## config.mk

```make
export PLATFORM = sky130hd
export DESIGN_NAME = seven_seg_scan_ctrl
export DESIGN_NICKNAME = d
export VERILOG_FILES = /design/src/rtl/seven_seg_scan_ctrl.sv
export SDC_FILE = /design/constraint.sdc
export NUM_CORES = 1
export LEC_CHECK = 0
export ABC_AREA = 1
export CORE_ASPECT_RATIO = 0.6
export CORE_MARGIN = 8
export CORE_UTILIZATION = 60
export CTS_BUF_LIST = sky130_fd_sc_hd__clkbuf_8
export CTS_CLUSTER_DIAMETER = 150
export DETAILED_ROUTE_END_ITERATION = 16
export PLACE_DENSITY = 0.82
export SLEW_MARGIN = 20
export SYNTH_ARGS = -nofsm -noshare
export SYNTH_HDL_FRONTEND = slang
export SYNTH_SLANG_ARGS = --single-unit
```

## constraint.sdc

```tcl
create_clock -name Clock -period 2 [get_ports Clock]
set_input_delay 0.4 -clock Clock [delete_from_list [all_inputs] [get_ports Clock]]
set_output_delay 0.4 -clock Clock [all_outputs]
set_load 0.1 [all_outputs]
```

## src/rtl/seven_seg_scan_ctrl.sv

```systemverilog
// Six-digit multiplexed seven-segment scanner with a memory-mapped register file.
// Each slot blanks all digits, then shows one hex-decoded digit; digits are visited round-robin.
module seven_seg_scan_ctrl #(
   parameter int unsigned SCAN_DIV       = 50000,
   parameter int unsigned BLANK_CYCLES   = 500,
   parameter int unsigned SEG_ACTIVE_LOW = 1,
   parameter int unsigned DIG_ACTIVE_LOW = 1
) (
   input  logic       Clock,
   input  logic       Reset,
   input  logic       WrEn,
   input  logic [2:0] Addr,
   input  logic [7:0] WrData,
   output logic [7:0] RdData,
   output logic [7:0] Segment,
   output logic [5:0] Digital,
   output logic [2:0] ScanIdx,
   output logic       FrameTick
);

   localparam int unsigned CNT_W     = (SCAN_DIV > 1) ? $clog2(SCAN_DIV) : 1;
   localparam int unsigned NUM_DIG   = 6;
   localparam int unsigned DREG_W    = 6;
   localparam logic [2:0]  LAST_IDX  = 3'(NUM_DIG - 1);
   localparam logic [2:0]  CTRL_ADDR = 3'(NUM_DIG);
   localparam logic [7:0]  SEG_OFF   = (SEG_ACTIVE_LOW != 0) ? 8'hFF : 8'h00;
   localparam logic [5:0]  DIG_OFF   = (DIG_ACTIVE_LOW != 0) ? 6'h3F : 6'h00;
   localparam logic [CNT_W-1:0] BLANK_LAST = CNT_W'(BLANK_CYCLES - 1);
   localparam logic [CNT_W-1:0] SLOT_LAST  = CNT_W'(SCAN_DIV - 1);

   typedef enum logic [1:0] {
      ST_IDLE  = 2'd0,
      ST_BLANK = 2'd1,
      ST_SHOW  = 2'd2
   } state_e;

   state_e             state_q, state_d;
   logic [CNT_W-1:0]   cnt_q, cnt_d;
   logic [2:0]         idx_q, idx_d;
   logic               frame_q, frame_d;
   logic [7:0]         shadow_q, shadow_d;
   logic [7:0]         seg_q, seg_d;
   logic [5:0]         dig_q, dig_d;
   logic [DREG_W-1:0]  dreg_q [NUM_DIG];
   logic [DREG_W-1:0]  dreg_d [NUM_DIG];
   logic               ctrl_q, ctrl_d;
   logic               unused_wr_bits;

   function automatic logic [6:0] hex7(input logic [3:0] v);
      logic [6:0] s;
      case (v)
         4'h0: s = 7'h3F;  4'h1: s = 7'h06;  4'h2: s = 7'h5B;  4'h3: s = 7'h4F;
         4'h4: s = 7'h66;  4'h5: s = 7'h6D;  4'h6: s = 7'h7D;  4'h7: s = 7'h07;
         4'h8: s = 7'h7F;  4'h9: s = 7'h6F;  4'hA: s = 7'h77;  4'hB: s = 7'h7C;
         4'hC: s = 7'h39;  4'hD: s = 7'h5E;  4'hE: s = 7'h79;  default: s = 7'h71;
      endcase
      return s;
   endfunction

   // Active-high lit pattern for a digit register; blank kills dp too.
   function automatic logic [7:0] lit_pattern(input logic [DREG_W-1:0] r);
      return r[5] ? 8'h00 : {r[4], hex7(r[3:0])};
   endfunction

   assign unused_wr_bits = ^WrData[7:6];

   // Register file write path
   always_comb begin
      ctrl_d = ctrl_q;
      for (int i = 0; i < NUM_DIG; i++) dreg_d[i] = dreg_q[i];
      if (WrEn) begin
         if (Addr < CTRL_ADDR) dreg_d[Addr] = WrData[DREG_W-1:0];
         else if (Addr == CTRL_ADDR) ctrl_d = WrData[0];
      end
   end

   // Combinational readback
   always_comb begin
      RdData = 8'h00;
      if (Addr < CTRL_ADDR) RdData = {2'b00, dreg_q[Addr]};
      else if (Addr == CTRL_ADDR) RdData = {7'b0, ctrl_q};
   end

   // Scan FSM next-state and registered pin values
   always_comb begin
      state_d  = state_q;
      cnt_d    = cnt_q;
      idx_d    = idx_q;
      shadow_d = shadow_q;
      frame_d  = 1'b0;
      seg_d    = SEG_OFF;
      dig_d    = DIG_OFF;
      case (state_q)
         ST_IDLE: begin
            cnt_d = '0;
            idx_d = 3'd0;
            if (ctrl_q) state_d = ST_BLANK;
         end
         ST_BLANK: begin
            if (!ctrl_q) begin
               state_d = ST_IDLE;
               cnt_d   = '0;
               idx_d   = 3'd0;
            end else begin
               cnt_d = cnt_q + CNT_W'(1);
               if (cnt_q == BLANK_LAST) begin
                  shadow_d = lit_pattern(dreg_q[idx_q]);
                  state_d  = ST_SHOW;
               end
            end
         end
         ST_SHOW: begin
            seg_d = (SEG_ACTIVE_LOW != 0) ? ~shadow_q : shadow_q;
            dig_d = (DIG_ACTIVE_LOW != 0) ? ~(6'b1 << idx_q) : (6'b1 << idx_q);
            if (!ctrl_q) begin
               state_d = ST_IDLE;
               cnt_d   = '0;
               idx_d   = 3'd0;
            end else if (cnt_q == SLOT_LAST) begin
               state_d = ST_BLANK;
               cnt_d   = '0;
               idx_d   = (idx_q == LAST_IDX) ? 3'd0 : idx_q + 3'd1;
               frame_d = (idx_q == LAST_IDX);
            end else begin
               cnt_d = cnt_q + CNT_W'(1);
            end
         end
         default: begin
            state_d = ST_IDLE;
            cnt_d   = '0;
            idx_d   = 3'd0;
         end
      endcase
   end

   always_ff @(posedge Clock or negedge Reset) begin
      if (!Reset) begin
         state_q  <= ST_IDLE;
         cnt_q    <= '0;
         idx_q    <= 3'd0;
         frame_q  <= 1'b0;
         shadow_q <= 8'h00;
         seg_q    <= SEG_OFF;
         dig_q    <= DIG_OFF;
         ctrl_q   <= 1'b0;
         for (int i = 0; i < NUM_DIG; i++) dreg_q[i] <= 6'h20;
      end else begin
         state_q  <= state_d;
         cnt_q    <= cnt_d;
         idx_q    <= idx_d;
         frame_q  <= frame_d;
         shadow_q <= shadow_d;
         seg_q    <= seg_d;
         dig_q    <= dig_d;
         ctrl_q   <= ctrl_d;
         for (int i = 0; i < NUM_DIG; i++) dreg_q[i] <= dreg_d[i];
      end
   end

   assign Segment   = seg_q;
   assign Digital   = dig_q;
   assign ScanIdx   = idx_q;
   assign FrameTick = frame_q;

endmodule

```

=== Yosys cells after proc, flatten, opt, wreduce, memory -nomap -nowiden ===
Memories as Yosys holds them, arrays and structs flattened.
Cells that the tools add are included.

* Input port bits: 14
* Memory bits (writable): 0
* ROM bits: 112
* Register bits after elaboration: 81
* Memories: 1
* Latch bits: 0

{| class="wikitable"
|+ Memory list
! memory !! words !! bits a word !! rd ports !! clocked after Yosys merged registers in !! write ports !! RTL line !! text
|-
| (no name shown) || 16 || 7 || 1 || 0 || 0 || 51 || <nowiki>case (v)</nowiki>
|}

* Shifts and indexed selects: 1
* Reduce and logical (&&, ||, !) cells: 7
* Multiply operators: 0
* Bitwise operators: 5
* Divide/modulo/power cells: 0
* $add $sub $neg: 2
* Magnitude comparators: 4
* Mux-type cells: 32
* Equality and inequality tests: 10

{| class="wikitable"
|+ Operators with widths
! cell !! count
|-
| 16-bit two-way mux || 3
|-
| 6-bit two-way mux || 7
|-
| 6-bit binary-select mux with 3-bit select || 2
|-
| 36-bit bitwise mux || 1
|-
| 16-bit case mux with 2 select lines || 1
|-
| 6-bit demux with 3-bit select || 1
|-
| 16-bit by 1-bit adder with 16-bit output (second input constant) || 1
|-
| 16-bit equality test (second input constant) || 1
|-
| 16-bit by 9-bit equality test with 1-bit output (second input constant) || 1
|-
| 8-bit two-way mux || 2
|-
| 3-bit two-way mux || 4
|-
| 2-bit two-way mux || 5
|-
| 3-bit AND reduction || 3
|-
| 4-bit >= comparator (second input constant) || 2
|-
| 3-bit inverter with 4-bit output || 2
|-
| 8-bit inverter || 1
|-
| 3-bit equality test (second input constant) || 2
|-
| 3-bit inequality test (second input constant) || 2
|-
| 6-bit inverter || 1
|-
| 2-bit case mux with 3 select lines || 1
|-
| 3-bit case mux with 2 select lines || 1
|-
| 1-bit by 3-bit << shifter with 6-bit output (first input constant) || 1
|-
| 4-bit by 1-bit less-than comparator with 1-bit output (second input constant) || 1
|-
| 1-bit two-way mux || 4
|-
| 9 further kinds || 11
|}

=== Depth between registers and ports, before layout ===
Gate-level depths: netlist of run 1.

* Word-level depth: 6
* Mapped depth: 15
* Gate-level depth less buffers: 14

=== Worst setup path after synthesis of run 1 ===
OpenSTA, ideal clock, no wires.

* Path type: input-to-output
* Start point: input Addr[1]
* End point: output RdData[4]
* Stages: 3
* Arrival: 2713 ps
* Slack: -1113 ps
* Path through: nor2_1 nand2_1 o21ai_0

* Longest elaborated chain between the ends: 5

{| class="wikitable"
|+ RTL lines
! element !! RTL line !! text
|-
| start, declared || 12 || <nowiki>input logic [2:0] Addr,</nowiki>
|-
| 3-bit inverter with 4-bit output (not written as such) || 80 || <nowiki>if (Addr < CTRL_ADDR) RdData = {2'b00, dreg_q[Addr]};</nowiki>
|-
| 6-bit binary-select mux with 3-bit select || 80 ||
|-
| 6-bit two-way mux (not written as such) (2 in series) || 80 ||
|-
| 6-bit two-way mux (*) || 80 ||
|-
| end, declared || 14 || <nowiki>output logic [7:0] RdData,</nowiki>
|}

Mark *: on every way between the ends. The rest lies on a longest branch, timed or not. The select of a mux whose other input is x is not followed.

=== Worst setup path in the final report of run 1 ===
* Start point: register idx_q[0] (netlist: ScanIdx[0])
* End point: register shadow_q[1]

* Longest elaborated chain between the ends: 6

{| class="wikitable"
|+ RTL lines
! element !! RTL line !! text
|-
| start, declared || 39 || <nowiki>logic [2:0] idx_q, idx_d;</nowiki>
|-
| start signal, assigned || 150 || <nowiki>idx_q <= idx_d;</nowiki>
|-
| 3-bit inverter with 4-bit output (not written as such) (*) || 107 || <nowiki>shadow_d = lit_pattern(dreg_q[idx_q]);</nowiki>
|-
| 6-bit binary-select mux with 3-bit select (*) || 107 ||
|-
| 6-bit two-way mux (not written as such) (*) (2 in series) || 107 ||
|-
| memory 16 x 7 bit || n/a ||
|-
| 8-bit two-way mux (*) || 62 || <nowiki>return r[5] ? 8'h00 : {r[4], hex7(r[3:0])};</nowiki>
|-
| end signal, assigned || 152 || <nowiki>shadow_q <= shadow_d;</nowiki>
|-
| end, declared || 41 || <nowiki>logic [7:0] shadow_q, shadow_d;</nowiki>
|}

Marked as above.
A chain may end at the register's enable or synchronous reset.

==> impl_metrics.py, run 1 <==
metrics = {
    "grt": {
        "grt_pass1_wl_mm": 18.9,
        "grt.total_usage": 0.233,
        "grt_pass1_vias": 3692,
        "grt_remaining_overflow": 0,
        "antenna_found_initial": 0,
        "grt_max_degree": 40,
    },
    "route": {
        "wl_met3_um": 915,
        "drt-met1-wl_mm": 5.24,
        "routed_wl_mm": 11.3,
        "dr_wl_met2_mm": 5.08,
        "via_per_inst": 5.54,
        "wire_per_inst_um": 15.8,
        "highest_layer": "met4",
        "drc": 0,
        "initialDrtViolationCount": 395,
        "detailroute.via_count": 3990,
        "ant_nets": 0,
        "dr.pass1.iters": 5,
    },
    "placed_design": {
        "pre_cts_slack_ns": -0.351,
        "dpl_cell_area_um2": 5240,
        "dp_hpwl_mm": 8.41,
        "port_buffers": 35,
        "dp_cells": 701,
        "gp_congestion": 0.963,
    },
    "synthesis": {
        "synth_xor_area_frac": 0.0240,
        "synthArstFlopShare": 1.00,
        "synthDistinctLibCells": 37,
        "synthAdderAreaFrac": 0.0343,
        "synth_seq_cells": 81,
        "synthFlopType": "dfrtp_1",
        "synth_edf_count": 0,
        "yosysSeqAreaShare": 0.469,
        "synthMuxAreaShare": 0,
        "synth_top_family_by_area": "simple AND/OR/NAND/NOR gates",
        "yosysWarningCount": 0,
        "yosys.area_share.simple": 0.294,
        "syn_inst": 561,
        "synth-compound-area-share": 0.0972,
        "syn_area_um2": 4380,
        "synth_area_per_cell_um2": 7.80,
    },
    "finish": {
        "num_antenna_cells": 0,
        "nets": 650,
        "stdcell_area_um2": 5490,
        "final_cell_mix": "188 x nand2_1, 58 x dfrtp_1, 47 x o21ai_0",
        "multi_input_area_um2": 2070,
        "stdcell_count": 720,
        "mostFrequentLayoutCell": "nand2_1",
        "drive_gt1_frac": 0.246,
        "syn2layout_area_growth_pct": 25.5,
        "regArea_um2": 2060,
        "num-fill-cells": 541,
    },
    "setup_path": {
        "cp.required_ns": 2.25,
        "critPathArrivalTime_ns": 2.19,
        "worst_r2r_startpoint": "ScanIdx[0]",
        "path_max_fanout": 8,
        "setup.worst_path.class": "reg -> reg",
        "reg2regPathDepth": 11,
        "crit_path_start_kind": "flip-flop",
        "r2r_slack_ns": 0.06,
        "worstReg2RegEnd": "shadow_q[1]",
        "worstSetupEndpointType": "flip-flop",
    },
    "floorplan": {
        "std_cell_rows": 24,
        "core-area_um2": 7180,
        "die_area_um2": 10400,
        "die_x_um": 126,
        "ioPinCount": 40,
        "die_h_um": 82.2,
        "initial_core_util": 0.610,
    },
    "sta": {
        "slew-limit-headroom": 0.645,
        "setup_viol": 0,
        "fin_setup_tns_ns": 0,
        "fin_crit_sh": 0.970,
        "drv_slew": 0,
        "final.setup.worst_slack_ns": 0.0600,
        "hold_viol": 0,
        "tightest_slew_ns": 0.532,
        "fin_skew_ns": 0.00743,
        "fmax_mhz": 515,
        "period_needed_ns": 1.94,
        "rsz0062_at_grt": "true",
    },
    "cts": {
        "cts_max_path_buffers": 2,
        "htree_levels": 3,
        "cts_tree": "built",
        "cts_made_buffers": 9,
        "clkTransAtPathRegs_ns": 0.08,
        "cts_sinks": 81,
        "cts_root_buf": "clkbuf_8",
        "clk_latency_ns": 0.36,
    },
    "pwr": {
        "seqPwrFrac": 0.408,
        "p_comb_frac": 0.386,
        "p_switching_mw": 2.05,
        "clkPwrFrac": 0.206,
        "ir_drop_mv": 0.481,
        "leakagePower_nw": 2.65,
        "power_density_nw_per_um2": 918,
        "internal-power_mw": 2.99,
        "p_total_mw": 5.04,
        "swShare": 0.407,
    },
    "run": {
        "drv_cap": 0,
    },
    "hold_path": {
        "hold_class": "in -> async",
    },
    "run_status": {
        "status": "finished clean",
    },
}
[through the flow]
stage	utilization	hold WS [ns]
detailed placement	0.730	0.387
CTS	0.761	0.0264
global route	0.766	0.0537
finish	0.766	0.0154
floorplan	-	0.104
global placement	0.730	0.384
[critical path, stage by stage, from the launching register on]
cell	delay, ns
dfrtp_4	0.57
buf_6	0.17
o21ai_2	0.15
nand3_1	0.11
nand2_2	0.13
inv_2	0.08
ha_1	0.29
nand3_1	0.08
nand2_1	0.08
clkinv_1	0.06
nand2_1	0.06
nand2_1	0.05
[cells by family after synthesis]
| group | count (synthesis) |
|---|---|
| DFF | 81 |
| adders and majority gates | 12 |
| AOI/OAI and AO/OA | 74 |
| xor gates and xnor gates | 12 |
| buffers and inverters | 78 |
| and+or+nand+nor | 303 |
| other | 1 |
[power groups by stage]
| stage | logic (mW) | registers, mW | clock network, mW |
|---|---|---|---|
| after floorplan | 1.17 | 2.15 | 0 |
| after global placement | 1.80 | 2.06 | 0 |
| after detailed placement | 1.86 | 2.07 | 0 |
| after CTS | 1.89 | 2.04 | 1.06 |
| after global routing | 2.12 | 2.08 | 1.12 |
| final | 1.94 | 2.06 | 1.04 |
[worst max-delay path by stage]
stage	from	end	cells past startpoint
after floorplan	Addr[1]	RdData[4]	3
after global placement	Addr[1]	RdData[4]	10
after detailed placement	Addr[1]	RdData[4]	10
after CTS	Addr[2]	RdData[3]	9
after global routing	ScanIdx[0]	shadow_q[1]	11
final	ScanIdx[0]	shadow_q[1]	11
[sequential cells by signal, indices dropped and copies added, names as in the netlist]
register,count
dreg_q,36
cnt_q,16
Segment,8
shadow_q,8
Digital,6
ScanIdx,3
state_q,2
FrameTick,1
ctrl_q,1
[Yosys cell counts, types with 2 or more instances]
library cell,count,share of area
buf_4,3,0.0051
o21ai_0,53,0.061
dfrtp_1,61,0.35
inv_2,4,0.0034
xor2_1,9,0.018
a21oi_1,3,0.0034
o2111ai_1,2,0.0040
dfstp_2,20,0.12
nor3_1,4,0.0046
inv_1,55,0.047
xnor2_1,3,0.0060
ha_1,12,0.034
nand2_2,8,0.011
nand3_1,32,0.037
a22oi_1,9,0.015
nor2_2,4,0.0057
nor2_1,45,0.039
clkbuf_1,7,0.0060
nand3_2,3,0.0069
nand2_4,2,0.0051
nand2_1,192,0.16
nand4_1,10,0.014
buf_6,6,0.015
[layout make-up]
cell class                      count  share of cell area
Multi-Input combinational cell    403               0.377
Sequential cell                    81               0.375
Timing Repair Buffer               68               0.151
Inverter                           61              0.0458
Clock buffer                       10              0.0251
Tap cell                           91              0.0207
Clock inverter                      6             0.00501
[routing by layer]
metal / global-route usage / up-vias
li1: - / 1918
met1: 0.318 / 1879
met2: 0.374 / 181
met3: 0.0558 / 12
met4: 0.0584 / 0
met5: 0 / -
[repair_timing]
| item | in CTS | in global routing |
|---|---|---|
| setup buffers | 2 | 1 |
| hold buffers | 0 | 0 |
| pin swaps | 6 | 2 |
| setup endpoints to repair | 9 | 11 |
| gates resized for setup | 24 | 17 |
Power figures use the tool's default switching activity.
==> run 2, diff against run 1 <==
GPL_ROUTABILITY_DRIVEN = 0   (was unset)
==> impl_metrics.py, run 2 (same netlist as run 1, synthesis figures left out) <==
metrics = {
    "run_status": {
        "status": "finished, violations left",
        "violations": "negative setup slack",
    },
    "grt": {
        "grt_pass1_wl_mm": 19.5,
        "grt_remaining_overflow": 0,
        "gr-usage-met3": 0.0654,
        "grt_use_met1": 0.313,
        "grt.total_usage": 0.240,
        "grt_max_degree": 42,
        "antenna_found_initial": 0,
        "top_usage_layer": "met2",
        "grt_pass1_vias": 3952,
        "met2_usage": 0.381,
    },
    "finish": {
        "final_util": 0.784,
        "nets": 649,
        "num_antenna_cells": 0,
        "num-fill-cells": 487,
        "mostFrequentLayoutCell": "nand2_1",
        "final_cell_mix": "181 x nand2_1, 58 x dfrtp_1, 47 x o21ai_0",
        "reg.largest.list": "dreg_q x36, cnt_q x16",
        "drive_gt1_frac": 0.271,
        "largest_reg_flops": 36,
        "regMostFlops": "dreg_q",
        "syn2layout_area_growth_pct": 28.6,
    },
    "pwr": {
        "power_density_nw_per_um2": 979,
        "p_total_mw": 5.51,
        "leakagePower_nw": 2.68,
        "ir_drop_mv": 0.616,
    },
    "route": {
        "wire_per_inst_um": 17.3,
        "routed_wl_mm": 12.5,
        "drc": 0,
        "detailroute.via_count": 4212,
        "initialDrtViolationCount": 578,
        "dr.pass1.iters": 7,
        "ant_nets": 0,
        "via_per_inst": 5.86,
    },
    "floorplan": {
        "die_h_um": 82.2,
        "die_area_um2": 10400,
        "std_cell_rows": 24,
        "core-area_um2": 7180,
        "initial_core_util": 0.610,
        "ioPinCount": 40,
        "die_x_um": 126,
    },
    "sta": {
        "slew-limit-headroom": 0.624,
        "hold_viol": 0,
        "period_needed_ns": 2.01,
        "tightest_slew_ns": 0.564,
        "hold_slack_ns": 0.0144,
        "fin_skew_ns": 0.00561,
        "fmax_mhz": 498,
        "final.setup.worst_slack_ns": -0.00994,
        "fin_setup_tns_ns": -0.00994,
        "drv_slew": 0,
        "fin_crit_sh": 1.00,
        "setup_viol": 1,
    },
    "setup_path": {
        "reg2regPathDepth": 10,
        "cp_common_cell": "nand3_1",
        "crit_slowest_cell": "dfrtp_4",
        "worst_r2r_startpoint": "ScanIdx[0]",
        "r2r_slack_ns": -0.01,
        "crit_path_start_kind": "flip-flop",
        "critPathArrivalTime_ns": 2.27,
        "crit_chain": "buf_6 > o21ai_0 > nand3_1 > nand2_4 > ha_2 > inv_2 > nand3_2 > nand3_1 > nand3_1 > nand2_1",
        "worstReg2RegEnd": "shadow_q[0]",
        "cp.required_ns": 2.26,
        "setup.worst_path.class": "reg -> reg",
        "max_stage_delay_ns": 0.57,
        "startpoint": "ScanIdx[0]",
        "critPathTopFamily": "simple AND/OR/NAND/NOR gates",
        "worstSetupEndpointType": "flip-flop",
        "path_buf_inv": 2,
        "path_max_fanout": 8,
    },
    "hold_path": {
        "hold_class": "in -> async",
    },
    "cts": {
        "cts_sinks": 81,
        "cts_made_buffers": 9,
        "clk_latency_ns": 0.36,
        "postCtsHoldBufs": 0,
        "cts_root_buf": "clkbuf_8",
        "cts_max_path_buffers": 2,
        "cts_tree": "built",
        "clkTransAtPathRegs_ns": 0.07,
        "htree_levels": 3,
    },
    "run": {
        "drv_cap": 0,
    },
    "placed_design": {
        "dp_hpwl_mm": 8.36,
        "port_buffers": 35,
    },
}
run 2: worst max-delay path by stage:
stage,endpoint,slack (ns),cells past startpoint
finish,shadow_q[0],-0.01,10
global route,shadow_q[0],-0.07,13
CTS,RdData[4],0.005,9
detailed placement,RdData[4],-0.35,10
global placement,RdData[4],-0.32,10
floorplan,RdData[4],-0.37,3
run 2: area by class of cell:
| type | count | area, µm² | area share |
|---|---|---|---|
| clock buffers | 9 | 124 | 0.0220 |
| clock inverters | 7 | 81.3 | 0.0145 |
| inverters | 61 | 259 | 0.0460 |
| multi-input cells | 403 | 2160 | 0.384 |
| flip-flops and latches | 81 | 2060 | 0.366 |
| well taps | 91 | 114 | 0.0202 |
| repair buffers | 67 | 827 | 0.147 |
run 2: power breakdown:
| group | internal [mW] | switching (mW) | leakage, nW | total (mW) |
|---|---|---|---|---|
| Clock | 0.685 | 0.568 | 0.117 | 1.25 |
| Combinational | 0.742 | 1.46 | 1.55 | 2.20 |
| Sequential | 1.85 | 0.198 | 1.01 | 2.05 |
run 2: repair_timing:
| action | CTS | global route |
|---|---|---|
| endpoints found under the hold margin | 0 | 0 |
| setup endpoints to repair | 10 | 12 |
| setup buffers | 7 | 4 |
| gates cloned | 0 | 0 |
| pin swaps | 6 | 11 |
| gates resized for setup | 29 | 40 |
run 2: per-layer routing:
layer	vias up	part of all wire
li1	1899	-
met1	1983	0.42
met2	278	0.45
met3	52	0.10
met4	0	0.031
met5	-	0
run 2: per-stage QoR:
step                instances  area [µm²]  worst slack, ns
floorplan                 562        4430           -0.371
global placement          693        5180           -0.320
detailed placement        693        5180           -0.353
CTS                       716        5480          0.00486
global route              719        5630          -0.0721
finish                    719        5630         -0.00994
